File: config.mk
export PLATFORM = sky130hd
export DESIGN_NAME = bit_serializer
export DESIGN_NICKNAME = d
export VERILOG_FILES = /design/src/rtl/bit_serializer.sv
export SDC_FILE = /design/constraint.sdc
export NUM_CORES = 1
export LEC_CHECK = 0
export CORE_UTILIZATION = 55
export DETAILED_ROUTE_END_ITERATION = 7
export PLACE_DENSITY = 0.92
export RECOVER_POWER = 50
export SYNTH_ARGS = -nofsm -noshare
export SYNTH_HDL_FRONTEND = slang
export SYNTH_SLANG_ARGS = --single-unit
File: constraint.sdc
create_clock -name clk -period 2.4 [get_ports clk]
set_input_delay 0.36 -clock clk [delete_from_list [all_inputs] [get_ports clk]]
set_output_delay 0.36 -clock clk [all_outputs]
set_load 0.01 [all_outputs]
File: src/rtl/bit_serializer.sv
// bit_serializer: captures a DATA_SIZE-bit word on start and emits it MSB first, one bit per clock.
// Ports: clk; rst_n (async, active low); start + data_in (capture request and word);
// data_out / data_out_enable / data_out_last (serial bit, valid qualifier, final-bit marker);
// ready (one-cycle pulse once the word is fully emitted and the block is idle).
// Optional BIT_SERIALIZER_PARITY_EN appends an even-parity bit after bit 0.
module bit_serializer #(
  parameter int DATA_SIZE = 64
) (
  input  logic                 clk,
  input  logic                 rst_n,
  input  logic                 start,
  input  logic [DATA_SIZE-1:0] data_in,
  output logic                 data_out,
  output logic                 data_out_enable,
  output logic                 data_out_last,
  output logic                 ready
);
  localparam int CW = $clog2(DATA_SIZE + 1);
  localparam logic [CW-1:0] LAST_CNT = CW'(DATA_SIZE - 1);
  localparam logic [1:0] IDLE  = 2'd0;
  localparam logic [1:0] SHIFT = 2'd1;
`ifdef BIT_SERIALIZER_PARITY_EN
  localparam logic [1:0] PARITY = 2'd2;
  logic par;
`endif
  logic [1:0]           state;
  logic [CW-1:0]        cnt;
  logic [DATA_SIZE-1:0] sreg;
  always_ff @(posedge clk or negedge rst_n) begin
    if (!rst_n) begin
      state           <= IDLE;
      cnt             <= '0;
      sreg            <= '0;
      data_out        <= 1'b0;
      data_out_enable <= 1'b0;
      data_out_last   <= 1'b0;
      ready           <= 1'b0;
`ifdef BIT_SERIALIZER_PARITY_EN
      par             <= 1'b0;
`endif
    end else begin
      data_out        <= 1'b0;
      data_out_enable <= 1'b0;
      data_out_last   <= 1'b0;
      // ready trails the last-bit marker by one cycle, so a reset mid-word never yields ready
      ready           <= data_out_last;
      case (state)
        SHIFT: begin
          data_out        <= sreg[DATA_SIZE-1];
          data_out_enable <= 1'b1;
          sreg            <= {sreg[DATA_SIZE-2:0], 1'b0};
          cnt             <= cnt + 1'b1;
`ifdef BIT_SERIALIZER_PARITY_EN
          par <= par ^ sreg[DATA_SIZE-1];
          if (cnt == LAST_CNT) state <= PARITY;
`else
          if (cnt == LAST_CNT) begin
            data_out_last <= 1'b1;
            state         <= IDLE;
          end
`endif
        end
`ifdef BIT_SERIALIZER_PARITY_EN
        PARITY: begin
          data_out        <= par;
          data_out_enable <= 1'b1;
          data_out_last   <= 1'b1;
          state           <= IDLE;
        end
`endif
        default: begin
          if (start) begin
            sreg  <= data_in;
            cnt   <= '0;
            state <= SHIFT;
`ifdef BIT_SERIALIZER_PARITY_EN
            par   <= 1'b0;
`endif
          end
        end
      endcase
    end
  end
endmodule
* Word level (Yosys, flattened, before mapping)
Cells that the tools add are included.
** Cells by class
- $add $sub $neg :: 1
- Equal/unequal tests :: 3
- Mux-type cells :: 11
- Reductions and logical operators :: 2
** Operator list (count)
- two-way mux 64 bit :: 2
- two-way mux 7 bit :: 2
- adder 7 x 1 -> 7 bit (second input constant) :: 1
- == test 7 x 6 -> 1 bit (second input constant) :: 1
- two-way mux 2 bit :: 3
- two-way mux 1 bit :: 4
- == test 2 x 1 -> 1 bit (second input constant) :: 1
- != test 2 bit (second input constant) :: 1
- AND reduction 2 bit :: 1
- nonzero test 2 bit :: 1
** Word-level totals
- Flip-flop bits (word level) :: 77
- Input bits :: 67
- Output and inout bits :: 4
- Logic and storage cells :: 24

* Depth between registers and ports, before layout
Gate-level depths: netlist (run 1).
- Word-level depth :: 3
- Gate-level depth with buffers :: 5
- Depth with buffers taken out :: 4

* Least setup slack after synthesis (run 1)
OpenSTA, ideal clock, no wires.
- Kind :: register to register
- Start :: register cnt[0]
- End :: register cnt[6]
- Setup time :: 0.127 ns
- Arrival :: 0.989 ns
- Data required time :: 2.273 ns
- Slack :: 1.285 ns
- Stages on the path, launching flop included :: 5
- Clock period less this slack :: 1.115 ns
- Path through :: dfrtp_1 > ha_1 > nand2_1 > o311ai_1 > nand2b_1
** Between the ends
- Word-level cells in the longest chain between the ends :: 2
** Ends and longest elaborated chain
- from (decl) :: line 27 : logic [CW-1:0] cnt;
- from (signal assigned) :: line 52 : cnt <= cnt + 1'b1;
- adder 7 x 1 -> 7 bit :: line 52
- two-way mux 7 bit :: line 47 : case (state)
No other way between the ends.
A chain may end at the register's enable or synchronous reset.

* Worst setup path after layout (run 1)
- Start :: register state[0]
- End :: register sreg[14]
** Between the ends
- Word-level cells in the longest chain between the ends :: 2
- Elaborated cells on any way between the ends :: 3
- Classes of those cells :: eq/ne: 1; mux: 1; reduce/logical: 1
** Ends and longest elaborated chain
- from (decl) :: line 26 : logic [1:0] state;
- from (signal assigned) :: line 31 : state <= IDLE;
- from (signal assigned) :: line 59 : state <= IDLE;
- from (signal assigned) :: line 75 : state <= SHIFT;
- == test 2 x 1 -> 1 bit * :: line 47
- two-way mux 64 bit or nonzero test 2 bit (tied branches)
- to (signal assigned) :: line 51 : sreg <= {sreg[DATA_SIZE-2:0], 1'b0};
- to (signal assigned) :: line 73 : sreg <= data_in;
- to (decl) :: line 28 : logic [DATA_SIZE-1:0] sreg;
Mark *: on every way between the ends. The rest lies on a longest branch, timed or not.

==> results of run 1 <==
-- synthesized netlist by cell type --
master	count	area, um2
a22o_1	1	8.760
clkbuf_1	6	22.52
o211ai_1	1	7.510
nor4_4	1	21.27
nand2b_1	3	18.77
buf_4	5	37.54
and2_1	1	6.260
o31ai_1	1	7.510
nand3_1	2	10.01
dfrtp_1	76	1902
mux2_2	1	11.26
buf_2	3	15.01
o22ai_1	1	6.260
inv_1	1	3.750
nand2_1	67	251.5
mux2i_1	64	640.6
nor2_1	3	11.26
a21oi_1	1	5.000
buf_12	5	100.1
nand4_1	1	6.260
nand2_4	1	11.26
xor2_1	1	8.760
o21ai_0	27	135.1
o21ai_1	38	190.2
buf_6	4	45.04
o311ai_1	1	8.760
ha_1	1	12.51
-- per-layer routing --
metal	vias to the layer above	GRT usage	share of wire
met5	-	0	0
met4	0	0.1000	0.013
met3	8	0.04000	0.042
met2	58	0.3603	0.49
met1	1189	0.2605	0.45
li1	1214	-	-
-- cell usage in the layout (no fill, tap or decap), types with 2 or more instances in the layout --
cell             netlist  final
clkdlybuf4s50_1        0     68
nor2_1                 3      3
clkbuf_8               0     12
o21ai_1               38     38
nand3_1                2      2
o21ai_0               27     27
nand2_1               67     67
mux2i_1               64     64
clkinv_2               0      3
nand2b_1               3      3
dfrtp_1               76     75
buf_4                  5      4
clkbuf_2               0      2
-- final timing paths --
check	start	to	slack, ps	depth (start not counted)
setup / recovery	state[0]	sreg[14]	570	2
hold / removal	rst_n	sreg[60]	310	1
setup reg to reg	state[0]	sreg[14]	570	2
hold reg to reg	data_out_last	ready	380	0
max in group asynchronous	rst_n	sreg[0]	860	2
min in group clk	data_out_last	ready	380	0
-- sequential cells by signal, indices dropped and copies added (netlist names) --
| name | flops |
|---|---|
| ready | 1 |
| data_out_last | 1 |
| state | 1 |
| data_out_enable | 1 |
| data_out | 1 |
| sreg | 64 |
| cnt | 7 |
-- power groups by stage --
stage	sequential [uW]	combinational, uW	clock, uW
2_1_floorplan	1960	717	0
3_3_place_gp	2030	890	0
3_5_place_dp	2050	958	0
4_1_cts	2040	956	913
5_1_grt	2100	1090	969
6_report	2040	942	895
-- metrics by stage --
step | utilization | total power [uW] | hold WS, ps
finish | 0.7149 | 3879 | 312.8
detailed placement | 0.6850 | 3010 | 375.6
floorplan | - | 2676 | 64.41
global placement | 0.6850 | 2918 | 372.1
CTS | 0.7162 | 3910 | 85.18
global route | 0.7149 | 4157 | 410.8
-- final cells by class --
type                            instances  area [um2]
Fill cell                             428        1718
Tap cell                               75       93.84
Clock inverter                          4       22.52
Inverter                                1       3.754
Clock buffer                           12       165.2
Timing Repair Buffer                   75       740.7
Multi-Input combinational cell        217        1379
Sequential cell                        76        1903
-- logic make-up after synthesis --
family / share of synthesized area
muxes: 0.1860
DFF: 0.5427
adders and majority gates: 0.003570
buffers and inverters: 0.06390
AOI/OAI and AO/OA: 0.1053
xor gates and xnor gates: 0.002500
and+or+nand+nor: 0.09604
==> impl_metrics.py, run 1 <==
metrics = {
    "die": {
        "core.rowCount": 28,
        "die_w_um": 81.83,
        "dieHeight_um": 81.83,
        "ios": 71,
        "fp.dieArea_um2": 6695,
        "start_util": 0.5816,
        "core_area_um2": 6026,
    },
    "layout": {
        "drive_gt1_frac": 0.07013,
        "fin_cells": 460,
        "syn2layout_area_growth_pct": 22.92,
        "final_area_um2": 4308,
        "n_antenna_cell": 0,
        "nets": 448,
    },
    "place": {
        "portBuffers": 70,
        "pre_cts_ws_ps": 802.0,
        "gp_congestion": 0.7458,
        "post_dp_cell_area_um2": 4128,
        "dp_hpwl_mm": 4.436,
        "place_inst": 444,
    },
    "drt": {
        "post_drt_wl_per_cell_um": 14.04,
        "vias": 2469,
        "dr.pass1.iters": 4,
        "ant_nets": 0,
        "route.detailed.drc": 0,
        "vias_per_cell": 5.367,
        "drtIter0Drc": 159,
        "drt_wl_total_mm": 6.458,
    },
    "worst_setup_path": {
        "cp_num_buf_inv": 1,
        "slowest_stage": "dfrtp_2",
        "crit_fanout": 67,
        "crit_type": "register to register",
        "arrival_ps": 2020,
        "cp-start-kind": "register",
        "cp-end-kind": "register",
        "critical_path.max_stage_delay_ps": 1020,
        "path_delay_family": "flip-flops",
        "worst_ep_required_time_ps": 2590,
        "worstPathCellList": "buf_4 -> o21ai_0",
    },
    "min_path": {
        "holdCritPathClass": "primary input to async pin",
    },
    "clocking": {
        "clk_pin_slew_ps": 80,
        "insertion_delay_ps": 330,
        "tritoncts": "yes",
        "post_cts_buffers": 0,
        "htreeDepth": 3,
        "root_buffer": "clkbuf_8",
        "clock_path_buffers": 2,
        "cts_resized": 0,
        "postCtsHoldBufs": 0,
        "cts.sinks": 76,
        "numCtsBuffers": 9,
    },
    "power": {
        "p_sw_frac": 0.3064,
        "combinationalPowerShare": 0.243,
        "clkPwrFrac": 0.231,
        "leakagePower_uw": 0.002007,
        "internal-power_uw": 2690,
        "p_per_area_nw_per_um2": 900.3,
        "ir_drop_mv": 0.5071,
        "p_switching_uw": 1189,
        "p_seq_frac": 0.526,
    },
    "sta": {
        "timing.slew.headroom": 0.1195,
        "finalCritPeriodShare": 0.7617,
        "setup_viol": 0,
        "clock.fmax_mhz": 547.0,
        "finalClockSkew_ps": 8.149,
        "drv_slew": 0,
        "tightest_slew_ps": 1321,
        "rsz0062_at_grt": "no",
        "hold_viol_final": 0,
        "setup_tns_ps": 0,
        "min_period_ps": 1828,
        "worst_slack_ps": 571.8,
    },
    "synthesis": {
        "synth_area_per_cell_um2": 11.06,
        "postSynthCellCount": 317,
        "ys_ff_latch": 76,
        "synthesis.area_um2": 3505,
        "yosys_warnings": 0,
        "synth_nets": 385,
        "synth_cell_type_count": 27,
        "ys_seq_area_frac": 0.5427,
    },
    "grt": {
        "gr-total-overflow": 0,
        "track_usage": 0.2123,
        "grt_pass1_wl_mm": 10.67,
        "grt_pass1_vias": 2503,
        "grt_antenna_before_repair": 0,
        "grt_max_degree": 68,
    },
    "job": {
        "drv_cap": 0,
    },
    "outcome": {
        "status": "completed",
    },
}
Power figures use the tool's default switching activity.
==> inputs of run 2 (changes only) <==
Settings changed: CORE_UTILIZATION 55 to 46, PLACE_DENSITY 0.92 to 0.83.
Clock period 2.4 ns to 1.6 ns, I/O delays scaled along.
==> run 2 against run 1 <==
  * First-iteration DRC count shrank 21%
  * Die area up 19%
  * Global-route usage shrank 3.3 points
  * Highest routed layer unchanged
==> impl_metrics.py, run 2 (synthesis results as in run 1) <==
metrics = {
    "outcome": {
        "status": "completed",
    },
    "clocking": {
        "clk_pin_slew_ps": 70,
        "cts.sinks": 76,
        "htreeDepth": 3,
        "insertion_delay_ps": 330,
        "clock_path_buffers": 2,
        "tritoncts": "yes",
        "numCtsBuffers": 9,
        "root_buffer": "clkbuf_8",
    },
    "sta": {
        "clock.fmax_mhz": 684.6,
        "timing.slew.headroom": 0.4111,
        "holdWs_ps": 360.7,
        "setup_tns_ps": 0,
        "hold_viol_final": 0,
        "tightest_slew_ps": 883.3,
        "worst_slack_ps": 139.4,
        "setup_viol": 0,
        "min_period_ps": 1461,
        "finalCritPeriodShare": 0.9129,
        "rsz0062_at_grt": "no",
        "finalClockSkew_ps": 8.514,
        "drv_slew": 0,
    },
    "layout": {
        "largest_reg_flops": 64,
        "drive_gt1_frac": 0.07235,
        "final_util": 0.6120,
        "reg_top3": "sreg: 64 flops, cnt: 7 flops",
        "syn2layout_area_growth_pct": 27.35,
        "layout_commonest_cell": "dfrtp_1",
        "fillers": 649,
        "layout_common_cells": "dfrtp_1, clkdlybuf4s50_1, nand2_1, mux2i_1, o21ai_1",
        "regMostFlops": "sreg",
        "nets": 450,
        "seqCellArea_um2": 1906,
        "multi_input_area_um2": 1379,
        "n_antenna_cell": 0,
    },
    "worst_setup_path": {
        "path_delay_family": "buffers and inverters",
        "slowest_stage": "clkdlybuf4s50_1",
        "r2r_end": "cnt[5]",
        "ff2ff_path_depth": 3,
        "cp-start-kind": "register",
        "crit_type": "register to output port",
        "cp-end-kind": "output port",
        "path_depth": 1,
        "critical_path.max_stage_delay_ps": 540,
        "worst_ep_required_time_ps": 1360,
        "r2r_slack_ps": 300,
        "arrival_ps": 1220,
        "cp_num_buf_inv": 1,
        "timing.rr.start": "state[0]",
        "worstPathCellList": "clkdlybuf4s50_1",
        "crit_fanout": 2,
    },
    "drt": {
        "ant_nets": 0,
        "drt_wl_total_mm": 6.485,
        "vias": 2465,
        "post_drt_wl_per_cell_um": 13.34,
        "drtIter0Drc": 125,
        "route.detailed.drc": 0,
        "vias_per_cell": 5.072,
        "dr.pass1.iters": 4,
    },
    "place": {
        "portBuffers": 70,
        "pre_cts_ws_ps": 319.7,
        "dp_hpwl_mm": 4.434,
        "gp_congestion": 0.7681,
    },
    "power": {
        "ir_drop_mv": 0.6487,
        "leakagePower_uw": 0.002060,
        "p_per_area_nw_per_um2": 1399,
    },
    "die": {
        "ios": 71,
        "dieHeight_um": 89.29,
        "die_w_um": 89.29,
        "start_util": 0.4806,
        "core.rowCount": 31,
        "core_area_um2": 7292,
        "fp.dieArea_um2": 7972,
    },
    "job": {
        "drv_cap": 0,
    },
    "grt": {
        "track_usage": 0.1790,
        "gr-total-overflow": 0,
        "grt_antenna_before_repair": 0,
        "grt_pass1_vias": 2447,
        "grt_max_degree": 73,
        "grt_pass1_wl_mm": 10.85,
    },
    "min_path": {
        "hold_start": "start",
        "holdCritPathClass": "primary input to register",
        "hold_path_depth": 2,
        "holdPathEnd": "cnt[2]",
    },
}
-- run 2: changes by cell type in the layout (fill, tap and decap cells not counted), sizes merged --
| cell | delta |
|---|---|
| bufinv | +3 |
| buf | +2 |
| dlygate4sd3 | +1 |
| clkbuf | -3 |
| clkinv | -1 |
-- run 2: cell type report --
| type | instances | area share |
|---|---|---|
| clock buffer | 10 | 0.03084 |
| multi-input combinational | 217 | 0.3089 |
| clock inverter | 6 | 0.02495 |
| timing repair buffer | 77 | 0.1797 |
| inverter | 1 | 0.0008410 |
| tap | 99 | 0.02775 |
| sequential | 76 | 0.4270 |
-- run 2: report_power, final --
| group | switching (uW) | internal [uW] |
|---|---|---|
| Sequential | 433 | 2610 |
| Combinational | 669 | 764 |
| Clock | 694 | 1080 |
| Total | 1800 | 4450 |
-- run 2: worst max path at each step --
stage                                 end  slack [ps]            start
final                       data_out_last         140    data_out_last
after CTS                 data_out_enable         120  data_out_enable
after global placement             cnt[5]         350         state[0]
after detailed placement           cnt[5]         320         state[0]
after floorplan                    cnt[6]         480           cnt[0]
after global routing              sreg[2]          70            rst_n
-- run 2: what timing repair did --
| action | CTS | global route |
|---|---|---|
| hold buffers | 1 | 0 |
| endpoints found under the setup margin | 0 | 0 |
| buffers inserted | 0 | 0 |
| endpoints found under the hold margin | 34 | 0 |
| resized for setup | 0 | 0 |
-- run 2: per-layer routing --
layer  GRT usage  wire length [um]  up-vias
li1            -                 -     1223
met1      0.2256              2956     1180
met2      0.3109              3165       54
met3     0.03232               292        8
met4     0.06205                70        0
met5           0                 0        -
-- run 2: metrics by stage --
step / cells / power (uW) / cell area [um2]
after floorplan: 317 / 4015 / 3505
after global placement: 469 / 4425 / 4215
after detailed placement: 469 / 4517 / 4215
after CTS: 486 / 6325 / 4474
after global routing: 486 / 6679 / 4463
final: 486 / 6246 / 4463
